===== src/rtl/ibex_dummy_reseed_ctrl.sv =====
// Reseed controller for the dummy-instruction LFSR.
// Counts inserted dummy instructions and requests fresh entropy over an
// EDN-style req/ack handshake, either after a programmable number of
// insertions or on a rising edge of the software enable. Hardware entropy
// loads and software seed writes share one seed-load port. Software writes
// take priority, and a deferred EDN load follows one cycle later. Insertion
// is suppressed in every cycle in which the LFSR is being loaded.
module ibex_dummy_reseed_ctrl #(
  parameter int unsigned ReseedIntervalW = 16,
  parameter bit          ReseedOnEnable  = 1'b1
) (
  input  logic                       clk_i,
  input  logic                       rst_ni,
  input  logic                       csr_dummy_en_i,
  input  logic [2:0]                 csr_dummy_mask_i,
  input  logic [ReseedIntervalW-1:0] csr_reseed_interval_i,
  input  logic                       csr_seed_wr_i,
  input  logic [31:0]                csr_seed_i,
  input  logic                       dummy_inserted_i,
  output logic                       edn_req_o,
  input  logic                       edn_ack_i,
  input  logic [31:0]                edn_data_i,
  output logic                       dummy_instr_en_o,
  output logic [2:0]                 dummy_instr_mask_o,
  output logic                       dummy_instr_seed_en_o,
  output logic [31:0]                dummy_instr_seed_o,
  output logic                       reseed_busy_o,
  output logic [7:0]                 reseed_cnt_o
);

  localparam logic [1:0] StIdle = 2'd0;
  localparam logic [1:0] StReq  = 2'd1;
  localparam logic [1:0] StLoad = 2'd2;

  localparam logic [ReseedIntervalW-1:0] InsOne = ReseedIntervalW'(1);

  logic [1:0]                 r_state;
  logic [1:0]                 w_state_d;
  logic                       r_edn_req;
  logic                       r_en_q;
  logic [2:0]                 r_mask;
  logic [ReseedIntervalW-1:0] r_ins_cnt;
  logic [31:0]                r_seed_buf;
  logic                       r_sw_pend;
  logic [31:0]                r_sw_seed;
  logic [7:0]                 r_reseed_cnt;

  logic w_en_rise;
  logic w_interval_hit;
  logic w_trigger;
  logic w_in_load;
  logic w_load_done;

  // Reseed triggers: interval reached (0 disables) or enable rising edge.
  assign w_en_rise      = ReseedOnEnable & csr_dummy_en_i & ~r_en_q;
  assign w_interval_hit = (csr_reseed_interval_i != '0) &&
                          (r_ins_cnt >= csr_reseed_interval_i);
  assign w_trigger      = w_interval_hit | w_en_rise;

  assign w_in_load   = (r_state == StLoad);
  // The EDN strobe only goes out when no software strobe owns the port.
  assign w_load_done = w_in_load & ~r_sw_pend;

  // Next-state logic for the IDLE -> REQ -> LOAD -> IDLE sequence.
  always_comb begin
    // NOTE: default first, so no path through the case leaves w_state_d
    // unassigned and no latch is inferred.
    w_state_d = r_state;
    unique case (r_state)
      StIdle:  if (w_trigger) w_state_d = StReq;
      StReq:   if (edn_ack_i) w_state_d = StLoad;
      StLoad:  if (!r_sw_pend) w_state_d = StIdle;
      default: w_state_d = StIdle;
    endcase
  end

  // FSM state and a registered request derived from the next state.
  always_ff @(posedge clk_i or negedge rst_ni) begin
    if (!rst_ni) begin
      r_state   <= StIdle;
      r_edn_req <= 1'b0;
    end else begin
      // NOTE: non-blocking assignments, so every flop samples pre-edge values
      // regardless of statement order.
      r_state   <= w_state_d;
      r_edn_req <= (w_state_d == StReq);
    end
  end

  // Enable edge-detector history and the registered insertion mask.
  always_ff @(posedge clk_i or negedge rst_ni) begin
    if (!rst_ni) begin
      r_en_q <= 1'b0;
      r_mask <= 3'b000;
    end else begin
      r_en_q <= csr_dummy_en_i;
      r_mask <= csr_dummy_mask_i;
    end
  end

  // Insertion counter: counts only in IDLE, saturates, clears when a reseed starts.
  always_ff @(posedge clk_i or negedge rst_ni) begin
    if (!rst_ni) begin
      r_ins_cnt <= '0;
    end else if (r_state == StIdle) begin
      if (w_trigger) begin
        r_ins_cnt <= '0;
      end else if (dummy_inserted_i && csr_dummy_en_i && (r_ins_cnt != '1)) begin
        r_ins_cnt <= r_ins_cnt + InsOne;
      end
    end
  end

  // Capture entropy only when the ack answers an outstanding request.
  always_ff @(posedge clk_i or negedge rst_ni) begin
    if (!rst_ni) begin
      r_seed_buf <= '0;
    end else if ((r_state == StReq) && edn_ack_i) begin
      r_seed_buf <= edn_data_i;
    end
  end

  // Software seed write is held for exactly one cycle and then strobed out.
  always_ff @(posedge clk_i or negedge rst_ni) begin
    if (!rst_ni) begin
      r_sw_pend <= 1'b0;
      r_sw_seed <= '0;
    end else begin
      r_sw_pend <= csr_seed_wr_i;
      if (csr_seed_wr_i) r_sw_seed <= csr_seed_i;
    end
  end

  // Count completed EDN reseeds, saturating at 255.
  always_ff @(posedge clk_i or negedge rst_ni) begin
    if (!rst_ni) begin
      r_reseed_cnt <= 8'd0;
    end else if (w_load_done && (r_reseed_cnt != 8'hFF)) begin
      r_reseed_cnt <= r_reseed_cnt + 8'd1;
    end
  end

  assign edn_req_o             = r_edn_req;
  assign reseed_busy_o         = (r_state != StIdle);
  assign reseed_cnt_o          = r_reseed_cnt;
  assign dummy_instr_mask_o    = r_mask;
  assign dummy_instr_en_o      = csr_dummy_en_i & ~w_in_load & ~r_sw_pend;
  assign dummy_instr_seed_en_o = r_sw_pend | w_in_load;
  assign dummy_instr_seed_o    = r_sw_pend ? r_sw_seed :
                                 (w_in_load ? r_seed_buf : 32'h0);

endmodule


===== config.mk =====
export PLATFORM = sky130hd
export DESIGN_NAME = ibex_dummy_reseed_ctrl
export DESIGN_NICKNAME = d
export VERILOG_FILES = /design/src/rtl/ibex_dummy_reseed_ctrl.sv
export SDC_FILE = /design/constraint.sdc
export NUM_CORES = 1
export LEC_CHECK = 0
export ABC_AREA = 1
export ABC_CLOCK_PERIOD_IN_PS = 2400
export BUFFER_PORTS_ARGS = -buffer_cell sky130_fd_sc_hd__buf_4
export CAP_MARGIN = 40
export CORE_MARGIN = 3
export CORE_UTILIZATION = 45
export CTS_CLUSTER_DIAMETER = 30
export DETAILED_ROUTE_END_ITERATION = 12
export GPL_ROUTABILITY_DRIVEN = 1
export GPL_TIMING_DRIVEN = 0
export PLACE_DENSITY = 0.7
export SYNTH_ARGS = -nofsm -noshare
export SYNTH_HDL_FRONTEND = slang
export SYNTH_SLANG_ARGS = --single-unit
export TNS_END_PERCENT = 5

===== constraint.sdc =====
create_clock -name clk_i -period 2.4 [get_ports clk_i]
set_input_delay 0.36 -clock clk_i [delete_from_list [all_inputs] [get_ports clk_i]]
set_output_delay 0.36 -clock clk_i [all_outputs]
set_load 0.1 [all_outputs]

**Yosys cells after proc, flatten, opt, wreduce, memory -nomap -nowiden**

Cells that the tools add are included.

- Word-level logic and storage cells: 44
- Input bits: 89
- Bits in registers: 96

- Add/subtract/negate cells: 2
- Reduce and logical (&&, ||, !) cells: 10
- Muxes and demuxes: 8
- Order comparisons: 1
- Bitwise logic cells: 9
- Equal/unequal tests: 5

Operators by type and width:

| cell | number |
|---|---|
| 32-bit two-way mux | 2 |
| 16-bit two-way mux | 2 |
| 16-bit by 1-bit adder with 16-bit output, second input constant | 1 |
| 16-bit greater-or-equal comparator | 1 |
| 16-bit inequality test, second input constant | 1 |
| 16-bit nonzero test | 1 |
| 8-bit by 1-bit adder with 8-bit output, second input constant | 1 |
| 8-bit inequality test, second input constant | 1 |
| 2-bit two-way mux | 3 |
| 2-bit one-hot mux with 3 select lines | 1 |
| 1-bit logical AND | 5 |
| 1-bit bitwise AND | 4 |
| 2-bit by 1-bit equality test with 1-bit output, second input constant | 2 |
| 2-bit nonzero test | 2 |
| 1-bit NOT | 3 |
| 2-bit equality test, second input constant | 1 |
| 2-bit logical NOT | 1 |
| 1-bit bitwise OR | 2 |
| 2-bit AND reduction | 1 |

**Depth between registers and ports, before layout**

- Depth after elaboration: 6
- Mapped depth: 17
- Mapped depth without buffers: 16

**Least setup slack after synthesis**

No wires, ideal clock.

- Path type: register to output
- Start point: reg r_sw_pend
- End point: out dummy_instr_seed_o[10]
- Cell stages (with the launch flop): 4
- Slack: -0.732 ns
- Arrival time: 2.772 ns
- Required time: 2.040 ns
- Cell sequence: dfrtp_1 > inv_1 > clkbuf_1 > o21ai_0

- Word-level cells in the longest chain between the ends: 1

RTL lines:

| item | RTL line | text |
|---|---|---|
| start, declared | 44 | `logic r_sw_pend;` |
| start signal, assigned | 129 | `r_sw_pend <= csr_seed_wr_i;` |
| 32-bit two-way mux | 149 | `assign dummy_instr_seed_o = r_sw_pend ? r_sw_seed :` |
| end, declared | 26 | `output logic [31:0] dummy_instr_seed_o,` |

Every way passes these cells.

**Worst setup path after layout**

- Start point: reg r_state[0]
- End point: out dummy_instr_seed_o[27]

- Word-level cells in the longest chain between the ends: 3

RTL lines:

| item | RTL line | text |
|---|---|---|
| start, declared | 37 | `logic [1:0] r_state;` |
| start signal, assigned | 80 | `r_state <= StIdle;` |
| start signal, assigned | 85 | `r_state <= w_state_d;` |
| 2-bit equality test | 60 | `assign w_in_load = (r_state == StLoad);` |
| 32-bit two-way mux | 150 | `(w_in_load ? r_seed_buf : 32'h0);` |
| 32-bit two-way mux | 149 |  |

Every way passes these cells.

==> results.cfg <==
[outcome]
status = finished, violations left
failed_checks = hold timing

[floorplan]
die_ar_um2 = 12050
design.core.area_um2 = 10420
placementRows = 37
die_h_um = 109.8
die_w_um = 109.8
top_level_ports = 136
initial_util_pct = 46.52

[critical_path]
timing.reg2reg.worst_path_depth = 9
worst_ep_arrival_time_ns = 1.88
required_ns = 2.04
worst_path_largest_cell_delay_ns = 0.42
crit_chain = nor2_1 -> inv_2 -> nor2_4 -> clkbuf_4 -> nand2_1 -> o21ai_0 -> buf_6
worst-r2r-setup-slack_ns = 0.23
critical_path_s_slowest_cell = sky130_fd_sc_hd__dfrtp_1
start_kind = flip-flop
critical_path.endpoint_type = output pin
critical_path.max_fanout = 10
timing_worst_setup_path_type = flip-flop to output pin

[power_and_ir_drop]
power_density_nw_per_um2 = 811.5
leakage_uw = 0.003265
peak_vdd_ir_mv = 0.5360

[layout]
final_common_cell = sky130_fd_sc_hd__nand2_1
most-common-layout-cells = sky130_fd_sc_hd__nand2_1, sky130_fd_sc_hd__buf_4, sky130_fd_sc_hd__dfrtp_1, sky130_fd_sc_hd__inv_1, sky130_fd_sc_hd__o21ai_0
nNetsFinal = 804
syn2layout_area_growth_pct = 30.83
drive_gt1_share_pct = 28.92
post_layout_nonfiller_instances = 838
n_antenna_cell = 0

[logic_synthesis]
avgSynthCellArea_um2 = 8.811
synth_fp_nets = 657
mappedNetlistArea_um2 = 4846
syn_inst = 550
total_number_of_yosys_warnings = 0
yosys.cell_types.count = 30
synth_top_cell_by_area = sky130_fd_sc_hd__dfrtp_1
yosys.area.top_type_share_pct = 49.57
synth.yosys.seq_area_share_pct = 49.57
ys_seq_elements = 96
synth.area.top_cells = sky130_fd_sc_hd__dfrtp_1, sky130_fd_sc_hd__nand2_1, sky130_fd_sc_hd__mux2_2, sky130_fd_sc_hd__o21ai_0, sky130_fd_sc_hd__inv_1

[place]
port_buffers = 135
placedCellCount = 822
post-dp-hpwl_mm = 8.833
place_congestion = 0.8190

[sta]
grt_setup_unrepaired = yes
normalized_max_slew_margin_pct = 57.87
slew_violations = 0
final_hold_slack_ns = -0.007544
period_minus_slack_ns = 2.241
number_of_endpoints_with_negative_hold_slack_in_the_final_report = 2
fin_skew_ns = 0.008970
worstMarginPinSlew_ns = 0.6319
max_freq_mhz = 446.2
final-setup-viol-count = 0
layout_worst_path_cycle_share_pct = 93.38
finalSetupTns_ns = 0

[global_routing]
gr-usage-all-layers_pct = 20.24
global_route.overflow_total = 0
grt_pass1_wl_mm = 19.06
antenna_found_initial = 0
number_of_global_route_vias_before_repair = 4081
grt_start_max_net_pins = 55

[detailed_routing]
number_of_drc_violations_after_detailed_routing_iteration_0 = 126
wl_per_cell_um = 13.99
drt_pre_antenna_iters = 4
antenna_left = 0
m1WireLength_mm = 5.159
detailroute.wirelength.met3_um = 778
num_vias = 4101
wl_met2_mm = 5.705
remaining_drc_errors = 0
vias_per_cell = 4.894
routed.top_layer = met4
routed_wirelength_mm = 11.73

[clock_tree]
clockBufferDepth = 2
cts_made_buffers = 9
post_cts_buffers = 0
clk_pin_slew_ns = 0.09
cts_htree_levels = 3
clock-root-buffer = sky130_fd_sc_hd__clkbuf_8
cts_sinks = 96
insertion_delay_ns = 0.36
tritoncts = yes

[job]
cap_violations = 0

[hold_path]
min_path_type = input port to async pin
-- report_power, final --
| part | switching [uW] | internal, uW |
|---|---|---|
| Clock | 562 | 484 |
| Sequential | 207 | 2000 |
| Combinational | 1270 | 622 |
| Total | 2040 | 3100 |
-- through the flow --
step / instance area, um2 / power (uW) / setup slack, ns / utilization (%)
floorplan: 4846 / 3600 / -0.7321 / -
global route: 6340 / 5457 / -0.03028 / 60.86
CTS: 6248 / 5174 / 0.03253 / 59.99
finish: 6340 / 5145 / 0.1589 / 60.86
global placement: 6030 / 4042 / 0.2786 / 57.89
detailed placement: 6057 / 4111 / 0.2245 / 58.15
-- area by class of cell --
| class | instances | area [um2] |
|---|---|---|
| plain buffers | 18 | 90.09 |
| clock buffers | 11 | 131.4 |
| clock inverters | 5 | 56.30 |
| fillers | 949 | 4076 |
| inverters | 81 | 304.0 |
| multi-input cells | 355 | 2058 |
| flip-flops and latches | 96 | 2402 |
| well taps | 136 | 170.2 |
| repair buffers | 136 | 1127 |
-- flip-flops by register name, summed over array words and instances (netlist names) --
name,flops
r_seed_buf,32
reseed_cnt_o,8
r_en_q,1
r_sw_seed,32
r_ins_cnt,16
r_state,2
edn_req_o,1
dummy_instr_mask_o,3
r_sw_pend,1
-- what timing repair did --
| item | in CTS | in global routing |
|---|---|---|
| resized for setup | 3 | 27 |
| hold buffers | 0 | 0 |
| gates cloned | 0 | 0 |
| setup endpoints to repair | 30 | 31 |
-- synthesized netlist by cell type --
master and instances:
sky130_fd_sc_hd__o22ai_1 2, sky130_fd_sc_hd__nor2_4 1, sky130_fd_sc_hd__nand4_1 10, sky130_fd_sc_hd__nand2_4 1
sky130_fd_sc_hd__nor3_4 1, sky130_fd_sc_hd__a31o_2 1, sky130_fd_sc_hd__xnor2_1 5, sky130_fd_sc_hd__inv_1 77
sky130_fd_sc_hd__nor2_1 20, sky130_fd_sc_hd__inv_2 4, sky130_fd_sc_hd__or2_1 1, sky130_fd_sc_hd__o21bai_4 1
sky130_fd_sc_hd__nand3_2 3, sky130_fd_sc_hd__clkbuf_1 14, sky130_fd_sc_hd__xor2_1 12, sky130_fd_sc_hd__buf_8 1
sky130_fd_sc_hd__dfrtp_1 96, sky130_fd_sc_hd__ha_1 18, sky130_fd_sc_hd__nor2_2 1, sky130_fd_sc_hd__nand2_2 1
sky130_fd_sc_hd__nor4_1 4, sky130_fd_sc_hd__o21ai_0 67, sky130_fd_sc_hd__buf_2 2, sky130_fd_sc_hd__a21oi_1 9
sky130_fd_sc_hd__nand2_1 145, sky130_fd_sc_hd__o21a_1 1, sky130_fd_sc_hd__nor3_1 7, sky130_fd_sc_hd__mux2_2 33
sky130_fd_sc_hd__buf_1 1, sky130_fd_sc_hd__nand3_1 11
-- path summary, 6_finish.rpt --
check                                                  from                              end
min in group clk_i                      csr_dummy_mask_i[2]  dummy_instr_mask_o[2]$_DFF_PN0_
worst max-delay path                   r_state[0]$_DFF_PN0_           dummy_instr_seed_o[27]
max in group asynchronous                            rst_ni        r_sw_seed[31]$_DFFE_PN0P_
worst min-delay path                                 rst_ni         r_ins_cnt[7]$_DFFE_PN0P_
worst min register to register  reseed_cnt_o[7]$_DFFE_PN0P_      reseed_cnt_o[7]$_DFFE_PN0P_
worst max register to register    r_ins_cnt[11]$_DFFE_PN0P_         r_ins_cnt[4]$_DFFE_PN0P_
-- layer usage --
layer | track usage, % | vias up
li1 | - | 2040
met5 | 0 | -
met2 | 33.74 | 105
met3 | 5.989 | 5
met4 | 4.096 | 0
met1 | 26.27 | 1951
-- worst max-delay path: cells and delay by family (launching register included) --
family / cells / cell delay (ns)
AOI/OAI and AO/OA: 1 / 0.13
buffers and inverters: 3 / 0.61
DFF: 1 / 0.42
and+or+nand+nor: 3 / 0.37
-- cell families after synthesis --
family	synth area share [%]
and+or+nand+nor	18.25
DFF	49.57
adders and majority gates	4.648
xor gates and xnor gates	3.072
muxes	7.669
buffers and inverters	7.952
AOI/OAI and AO/OA	8.830
Note: power is estimated with default switching activity, not from simulation.
